## src/rtl/stopwatch_ctrl_pkg.sv

```systemverilog
// Shared types and constants for the stopwatch control core.
// Holds the state enum, mode codes, BCD limits and preset helpers.
package stopwatch_pkg;

    typedef enum logic [1:0] {
        IDLE  = 2'd0,
        RUN   = 2'd1,
        PAUSE = 2'd2,
        DONE  = 2'd3
    } sw_state_e;

    localparam logic [1:0] MODE_UP0    = 2'd0;
    localparam logic [1:0] MODE_UP_PRE = 2'd1;
    localparam logic [1:0] MODE_DN99   = 2'd2;
    localparam logic [1:0] MODE_DN_PRE = 2'd3;

    localparam logic [15:0] BCD_MAX  = 16'h9999;
    localparam logic [15:0] BCD_ZERO = 16'h0000;

    function automatic logic [3:0] bcd_clamp(input logic [3:0] nibble);
        return (nibble > 4'd9) ? 4'd9 : nibble;
    endfunction

    // Preset seconds come from sw; the hundredths part always starts at .00
    function automatic logic [15:0] preset_value(input logic [1:0] mode,
                                                 input logic [7:0] sw);
        logic [15:0] value;
        case (mode)
            MODE_UP0:  value = BCD_ZERO;
            MODE_DN99: value = BCD_MAX;
            default:   value = {bcd_clamp(sw[7:4]), bcd_clamp(sw[3:0]), 8'h00};
        endcase
        return value;
    endfunction

    function automatic logic mode_counts_up(input logic [1:0] mode);
        return (mode == MODE_UP0) || (mode == MODE_UP_PRE);
    endfunction

endpackage

```

## src/rtl/stopwatch_ctrl_if.sv

```systemverilog
// User-side signal bundle of the stopwatch core: button, mode, preset and
// the BCD time / status outputs feeding the display block.
interface stopwatch_ctrl_if;

    logic        startstop;
    logic [1:0]  mode;
    logic [7:0]  sw;
    logic [15:0] digits;
    logic        running;
    logic        done;

    modport master (
        output startstop, mode, sw,
        input  digits, running, done
    );

    modport slave (
        input  startstop, mode, sw,
        output digits, running, done
    );

endinterface

```

## src/rtl/stopwatch_ctrl_bcd_counter.sv

```systemverilog
// 4-digit BCD up/down counter with synchronous load and step enable.
// Reports whether the held value, or the value one step away, is terminal.
module bcd_updown_counter4
    import stopwatch_pkg::*;
(
    input  logic        clk,
    input  logic        rst,
    input  logic        load,
    input  logic [15:0] load_val,
    input  logic        en,
    input  logic        up,
    output logic [15:0] digits,
    output logic        at_term,
    output logic        next_term
);

    logic [15:0] stepped;
    logic [15:0] terminal;

    // Ripple carry/borrow nibble by nibble; wrap is never committed because
    // the controller stops stepping once the terminal value is reached.
    function automatic logic [15:0] bcd_step(input logic [15:0] value, input logic dir_up);
        logic [15:0] res;
        logic        carry;
        logic [3:0]  nib;
        res   = value;
        carry = 1'b1;
        for (int i = 0; i < 4; i++) begin
            nib = value[4*i +: 4];
            if (carry) begin
                if (dir_up) begin
                    if (nib == 4'd9) begin
                        res[4*i +: 4] = 4'd0;
                    end else begin
                        res[4*i +: 4] = nib + 4'd1;
                        carry         = 1'b0;
                    end
                end else begin
                    if (nib == 4'd0) begin
                        res[4*i +: 4] = 4'd9;
                    end else begin
                        res[4*i +: 4] = nib - 4'd1;
                        carry         = 1'b0;
                    end
                end
            end
        end
        return res;
    endfunction

    assign stepped   = bcd_step(digits, up);
    assign terminal  = up ? BCD_MAX : BCD_ZERO;
    assign at_term   = (digits == terminal);
    assign next_term = (stepped == terminal);

    always_ff @(posedge clk or posedge rst) begin
        if (rst) begin
            digits <= BCD_ZERO;
        end else if (load) begin
            digits <= load_val;
        end else if (en) begin
            digits <= stepped;
        end
    end

endmodule

```

## src/rtl/stopwatch_ctrl.sv

```systemverilog
// Stopwatch control core: startstop conditioning, 0.01 s prescaler,
// IDLE/RUN/PAUSE/DONE state machine and the BCD time counter.
// Optional input debouncer enabled by defining STOPWATCH_DEBOUNCE_EN.
module stopwatch_ctrl
    import stopwatch_pkg::*;
#(
    parameter int TICK_DIV        = 1000000,
    parameter int DEBOUNCE_CYCLES = 500000
) (
    input  logic             clk,
    input  logic             reset,
    stopwatch_ctrl_if.slave  bus
);

    localparam int PW = $clog2(TICK_DIV);
    localparam logic [PW-1:0] PRESC_TOP = PW'(TICK_DIV - 1);

    if (TICK_DIV < 2 || DEBOUNCE_CYCLES < 1) begin : g_bad_params
        $error("stopwatch_ctrl: TICK_DIV must be >= 2 and DEBOUNCE_CYCLES >= 1");
    end

    sw_state_e   state;
    sw_state_e   state_nxt;
    logic [PW-1:0] presc;
    logic [PW-1:0] presc_nxt;
    logic        dir;
    logic        dir_nxt;
    logic        running_q;
    logic        done_q;

    logic        sync_p0;
    logic        sync_p1;
    logic        ss_lvl;
    logic        lvl_p2;
    logic        ss_evt;

    logic        tick;
    logic        cnt_load;
    logic        cnt_en;
    logic [15:0] digits_q;
    logic        at_term;
    logic        next_term;

    // Stage 0/1: two-flop synchronizer on the raw button level
    always_ff @(posedge clk or posedge reset) begin
        if (reset) begin
            sync_p0 <= 1'b0;
            sync_p1 <= 1'b0;
        end else begin
            sync_p0 <= bus.startstop;
            sync_p1 <= sync_p0;
        end
    end

`ifdef STOPWATCH_DEBOUNCE_EN
    localparam int DW = $clog2(DEBOUNCE_CYCLES + 1);
    logic [DW-1:0] db_cnt;
    logic          db_lvl;

    // Accept a new level only after it has been stable for DEBOUNCE_CYCLES
    always_ff @(posedge clk or posedge reset) begin
        if (reset) begin
            db_cnt <= '0;
            db_lvl <= 1'b0;
        end else if (sync_p1 == db_lvl) begin
            db_cnt <= '0;
        end else if (db_cnt == DW'(DEBOUNCE_CYCLES - 1)) begin
            db_cnt <= '0;
            db_lvl <= sync_p1;
        end else begin
            db_cnt <= db_cnt + DW'(1);
        end
    end

    assign ss_lvl = db_lvl;
`else
    assign ss_lvl = sync_p1;
`endif

    // Stage 2: registered rising-edge detect -> one-cycle ss_evt
    always_ff @(posedge clk or posedge reset) begin
        if (reset) begin
            lvl_p2 <= 1'b0;
            ss_evt <= 1'b0;
        end else begin
            lvl_p2 <= ss_lvl;
            ss_evt <= ss_lvl & ~lvl_p2;
        end
    end

    always_comb begin
        state_nxt = state;
        presc_nxt = presc;
        dir_nxt   = dir;
        tick      = 1'b0;
        cnt_load  = 1'b0;
        cnt_en    = 1'b0;
        case (state)
            IDLE: begin
                cnt_load  = 1'b1;
                presc_nxt = '0;
                if (ss_evt) begin
                    state_nxt = RUN;
                    dir_nxt   = mode_counts_up(bus.mode);
                end
            end
            RUN: begin
                tick      = (presc == PRESC_TOP);
                presc_nxt = tick ? '0 : presc + PW'(1);
                // A tick's outcome outranks a coincident startstop event
                if (tick) begin
                    if (at_term) begin
                        state_nxt = DONE;
                    end else begin
                        cnt_en = 1'b1;
                        if (next_term) begin
                            state_nxt = DONE;
                        end else if (ss_evt) begin
                            state_nxt = PAUSE;
                        end
                    end
                end else if (ss_evt) begin
                    state_nxt = PAUSE;
                end
            end
            PAUSE: begin
                if (ss_evt) begin
                    state_nxt = RUN;
                end
            end
            DONE: begin
                if (ss_evt) begin
                    state_nxt = IDLE;
                end
            end
            default: state_nxt = IDLE;
        endcase
    end

    // Status flags are registered from the next state so they align with it
    always_ff @(posedge clk or posedge reset) begin
        if (reset) begin
            state     <= IDLE;
            presc     <= '0;
            dir       <= 1'b1;
            running_q <= 1'b0;
            done_q    <= 1'b0;
        end else begin
            state     <= state_nxt;
            presc     <= presc_nxt;
            dir       <= dir_nxt;
            running_q <= (state_nxt == RUN);
            done_q    <= (state_nxt == DONE);
        end
    end

    bcd_updown_counter4 u_counter (
        .clk       (clk),
        .rst       (reset),
        .load      (cnt_load),
        .load_val  (preset_value(bus.mode, bus.sw)),
        .en        (cnt_en),
        .up        (dir),
        .digits    (digits_q),
        .at_term   (at_term),
        .next_term (next_term)
    );

    assign bus.digits  = digits_q;
    assign bus.running = running_q;
    assign bus.done    = done_q;

endmodule

```

## src/flat_wrapper.sv

```systemverilog
// flat-port wrapper written by rule: the top's interface ports become plain ports
module stopwatch_ctrl_flat import stopwatch_pkg::*;
#(
    parameter int TICK_DIV        = 1000000,
    parameter int DEBOUNCE_CYCLES = 500000
)
  (clk, reset, bus_startstop, bus_mode, bus_sw, bus_digits, bus_running, bus_done);
  stopwatch_ctrl_if bus_i ();
  input  logic clk;
  input  logic reset;
  input wire logic [$bits(bus_i.startstop)-1:0] bus_startstop;
  input wire logic [$bits(bus_i.mode)-1:0] bus_mode;
  input wire logic [$bits(bus_i.sw)-1:0] bus_sw;
  output wire logic [$bits(bus_i.digits)-1:0] bus_digits;
  output wire logic [$bits(bus_i.running)-1:0] bus_running;
  output wire logic [$bits(bus_i.done)-1:0] bus_done;
  assign bus_i.startstop = bus_startstop;
  assign bus_i.mode = bus_mode;
  assign bus_i.sw = bus_sw;
  assign bus_digits = bus_i.digits;
  assign bus_running = bus_i.running;
  assign bus_done = bus_i.done;
  stopwatch_ctrl #(.TICK_DIV(TICK_DIV), .DEBOUNCE_CYCLES(DEBOUNCE_CYCLES)) u_core (.clk(clk), .reset(reset), .bus(bus_i));
endmodule
```

## config.mk

```make
export PLATFORM = sky130hd
export DESIGN_NAME = stopwatch_ctrl_flat
export DESIGN_NICKNAME = d
export VERILOG_FILES = /design/src/rtl/stopwatch_ctrl_pkg.sv /design/src/rtl/stopwatch_ctrl_if.sv /design/src/rtl/stopwatch_ctrl_bcd_counter.sv /design/src/rtl/stopwatch_ctrl.sv /design/src/flat_wrapper.sv
export SDC_FILE = /design/constraint.sdc
export NUM_CORES = 1
export LEC_CHECK = 0
export ABC_AREA = 0
export BUFFER_PORTS_ARGS = -buffer_cell sky130_fd_sc_hd__buf_4
export CORE_MARGIN = 5
export CORE_UTILIZATION = 50
export DETAILED_ROUTE_END_ITERATION = 8
export GPL_ROUTABILITY_DRIVEN = 0
export GPL_TIMING_DRIVEN = 0
export PLACE_DENSITY_LB_ADDON = 0.3
export SLEW_MARGIN = 20
export SYNTH_ARGS = -nofsm -noshare
export SYNTH_HDL_FRONTEND = slang
export SYNTH_HIERARCHICAL = 1
export SYNTH_SLANG_ARGS = --single-unit
```

## constraint.sdc

```tcl
create_clock -name clk -period 3.15 [get_ports clk]
set_input_delay 0.4725 -clock clk [delete_from_list [all_inputs] [get_ports clk]]
set_output_delay 0.4725 -clock clk [all_outputs]
set_load 0.005 [all_outputs]
```

==> summary.md <==
| Metric | Value |
|---|---|
| TritonCTS clock tree | `yes` |
| Initial antenna violation count | `0` |
| Fin. max-slew vios | `0` |
| Largest net degree at the start of global routing | `30` |
| Core box area | `around 6800 um^2` |
| TritonRoute pass-1 iters | `5` |
| Slew headroom | `roughly half` |
| CTS buffer count | `5` |
| FFs w/ async S/R, synth | `100%` |
| Die Width | `93.7 um` |
| Core Util, Final | `59.3%` |
| Leakage | `approximately 1.7 nW` |
| Vias in the first global route | `3216` |
| DRT Wirelength | `9010 um` |
| Reg-to-Reg End | `u_core/u_counter/digits[14]$_DFFE_PP0P_` |
| Most used DFF post-synth | `dfrtp_1` |
| Cells after synthesis | `about 440` |
| DRC | `0` |
| Most frequent cells in the layout | `nand2_1 (48), dfrtp_1 (44), buf_4 (33), nor2_1 (33)` |
| R2r worst-path depth | `14` |
| Cell variety after synth | `75` |
| Post-route ant nets | `0` |
| HP Class | `input port to asynchronous set/reset pin` |
| Via count | `3428` |
| Boundary Pins | `31` |
| Seq/Total Area, Yosys | `between 30% and 40%` |
| Final Hold Fails | `0` |
| Worst setup SP type | `flop` |
| DP Cell Count | `~560` |
| Status | `completed` |
| P per Cell Area | `777 nW/um^2` |
| CTS Root Cell | `clkbuf_8` |
| Final setup vio count | `0` |
| Rows | `30` |
| Iter 0 DRT Violations | `352` |
| # diodes | `0` |
| Max VDD drop | `about 0.46 mV` |
| FF-to-FF setup slack | `0.04 ns` |
| Leading cell type in the layout, fill and taps excluded | `nand2_1` |
| Global-route wire length before repair | `between 15000 and 20000 um` |
| Die height | `93.7 um` |
| Ratio of cells with drive above 1 in the final layout | `around 17%` |
| Max cap viols | `0` |
| Synth-to-Final Area Change | `15.0%` |
| Met2 Usage GRT | `33.7%` |
| Busiest layer in global routing | `met2` |
| Deepest clock path buffer count | `2` |
| YS warnings | `6` |
| Min Clock Period, post-route | `about 3.1 ns` |
| Syn avg cell area | `8.06 um^2` |
| Worst Path Required | `~3.4 ns` |
| Final Cycle Share | `between 90% and 100%` |
| Avg WL per Cell | `15.8 um` |
| EDFF count, synth | `0` |
| Clk slew on worst S/H paths | `around 0.090 ns` |
| GRT Util Overall | `21.4%` |
| Synthesized cell area | `3500 um^2` |
| Hold Buf Count CTS | `0` |
| CP Class | `flop to flop` |
| Final std cells w/o fill | `571` |
| Final Skew | `0.0110 ns` |
| WP data arrival | `3.31 ns` |
| Post-synthesis register bit count | `45` |
| Pin slew with the least headroom to its limit | `0.748 ns` |
| TritonCTS Sinks | `45` |
| Gr ovfl total | `0` |
| F_max | `322 MHz` |
| Critical Path Fanout Max | `10` |
| Met1 Resource Use GR | `between 20 and 30%` |
| Die area | `8780 um^2` |
| Mean number of vias per cell | `6.00` |
| Worst r2r src | `u_core/dir$_DFFE_PP1P_` |
| Initial core utilization | `between 50% and 60%` |
| # port buffers | `29` |
| H-tree depth | `2` |
| DP Wirelength | `6530 um` |
| Clock latency at the later pin of the worst-skew pair | `between 0.3 and 0.4 ns` |
| Met3 usage | `under 10%` |
| Final net count | `490` |
| Critical Path End Type | `flop` |
-- synthesized netlist by cell type, drive strengths merged, types with 12 or more instances --
master / n / share of area, %
dfrtp: 44 / 31
nor2: 34 / 3.6
clkbuf: 21 / 2.3
nand3: 30 / 4.3
nor3: 17 / 2.9
xnor2: 12 / 3.0
inv: 20 / 2.1
buf: 15 / 2.9
nand4: 17 / 3.4
nand2: 48 / 5.1
o21ai: 32 / 4.6
a21oi: 19 / 2.7
-- timing repair --
item                       4_1_cts  5_1_grt
gates resized for setup          8       12
pin swaps                        0        2
cloned                           0        0
setup endpoints to repair       17       15
buffers inserted                 0        0
-- flip-flops by register name, summed over array words and instances (netlist names) --
register,flops
u_core/bus.done,1
u_core/bus.running,1
u_core/dir,1
u_core/lvl_p2,1
u_core/presc,20
u_core/ss_evt,1
u_core/ss_lvl,1
u_core/state,2
u_core/sync_p0,1
u_core/u_counter/digits,16
-- worst max-delay path by stage --
| stage | from | slack, ns | cells after the start | end |
|---|---|---|---|---|
| after floorplan | u_core/dir$_DFFE_PP1P_ | 0.13 | 14 | u_core/u_counter/digits[14]$_DFFE_PP0P_ |
| after global placement | u_core/dir$_DFFE_PP1P_ | -0.70 | 13 | u_core/u_counter/digits[1]$_DFFE_PP0P_ |
| after detailed placement | u_core/dir$_DFFE_PP1P_ | -0.72 | 13 | u_core/u_counter/digits[1]$_DFFE_PP0P_ |
| after CTS | u_core/dir$_DFFE_PP1P_ | 0.03 | 13 | u_core/u_counter/digits[1]$_DFFE_PP0P_ |
| after global routing | u_core/dir$_DFFE_PP1P_ | -0.07 | 13 | u_core/u_counter/digits[1]$_DFFE_PP0P_ |
| final | u_core/dir$_DFFE_PP1P_ | 0.04 | 14 | u_core/u_counter/digits[14]$_DFFE_PP0P_ |
-- report_power, final --
group	switching [mW]	internal, mW	leakage [nW]
combinational	1.12	0.735	1.04
sequential	0.114	0.707	0.581
clock	0.214	0.239	0.0554
total	1.45	1.68	1.68
-- per-layer routing --
metal | part of all wire [%] | vias up
li1 | - | 1656
met1 | 44 | 1603
met2 | 47 | 147
met3 | 6.8 | 22
met4 | 2.1 | 0
met5 | 0 | -
-- through the flow --
step | instance area [um^2] | power [mW] | setup TNS, ns | hold WS (ns) | setup WS (ns)
4_1_cts | 3980 | 3.07 | 0 | 0.255 | 0.0284
5_1_grt | 4030 | 3.37 | -0.235 | 0.257 | -0.0672
3_3_place_gp | 3850 | 2.55 | -7.30 | 0.334 | -0.701
2_1_floorplan | 3520 | 2.08 | 0 | 0.331 | 0.130
6_report | 4030 | 3.13 | 0 | 0.248 | 0.0444
3_5_place_dp | 3850 | 2.58 | -7.61 | 0.340 | -0.721
-- final cells by class --
type,count,area (um^2)
multi-input cells,336,2170
clock buffers,6,72.6
plain buffers,36,208
repair buffers,29,218
fillers,607,2770
well taps,96,120
inverters,21,78.8
flip-flops and latches,45,1130
clock inverters,2,38.8
-- worst max-delay path, cell delays in order, from the launching register on --
cell and delay (ns):
dfstp_2 0.61, clkbuf_4 0.23, buf_4 0.20, buf_6 0.17, buf_6 0.16, nand4_1 0.09, nor3_1 0.25, a31oi_1 0.08
and4b_1 0.31, nor3_2 0.07, buf_2 0.22, clkbuf_4 0.24, nor2_1 0.11, nor2_1 0.05, a22o_1 0.21
-- logic make-up (layout without fill, tap and decap cells) --
family | Yosys count | count (layout) | synth area share (%)
multiplexers | 14 | 14 | 4.11
flip-flops | 45 | 45 | 32.2
other | 1 | 4 | 0.107
adder cells (fa/ha/maj) | 3 | 3 | 1.07
XOR/XNOR | 14 | 14 | 3.50
AND/OR/NAND/NOR | 189 | 189 | 28.7
buffers and inverters | 57 | 94 | 7.46
AO/OA/AOI/OAI | 112 | 112 | 22.9
Note: power is estimated with default switching activity, not from simulation.
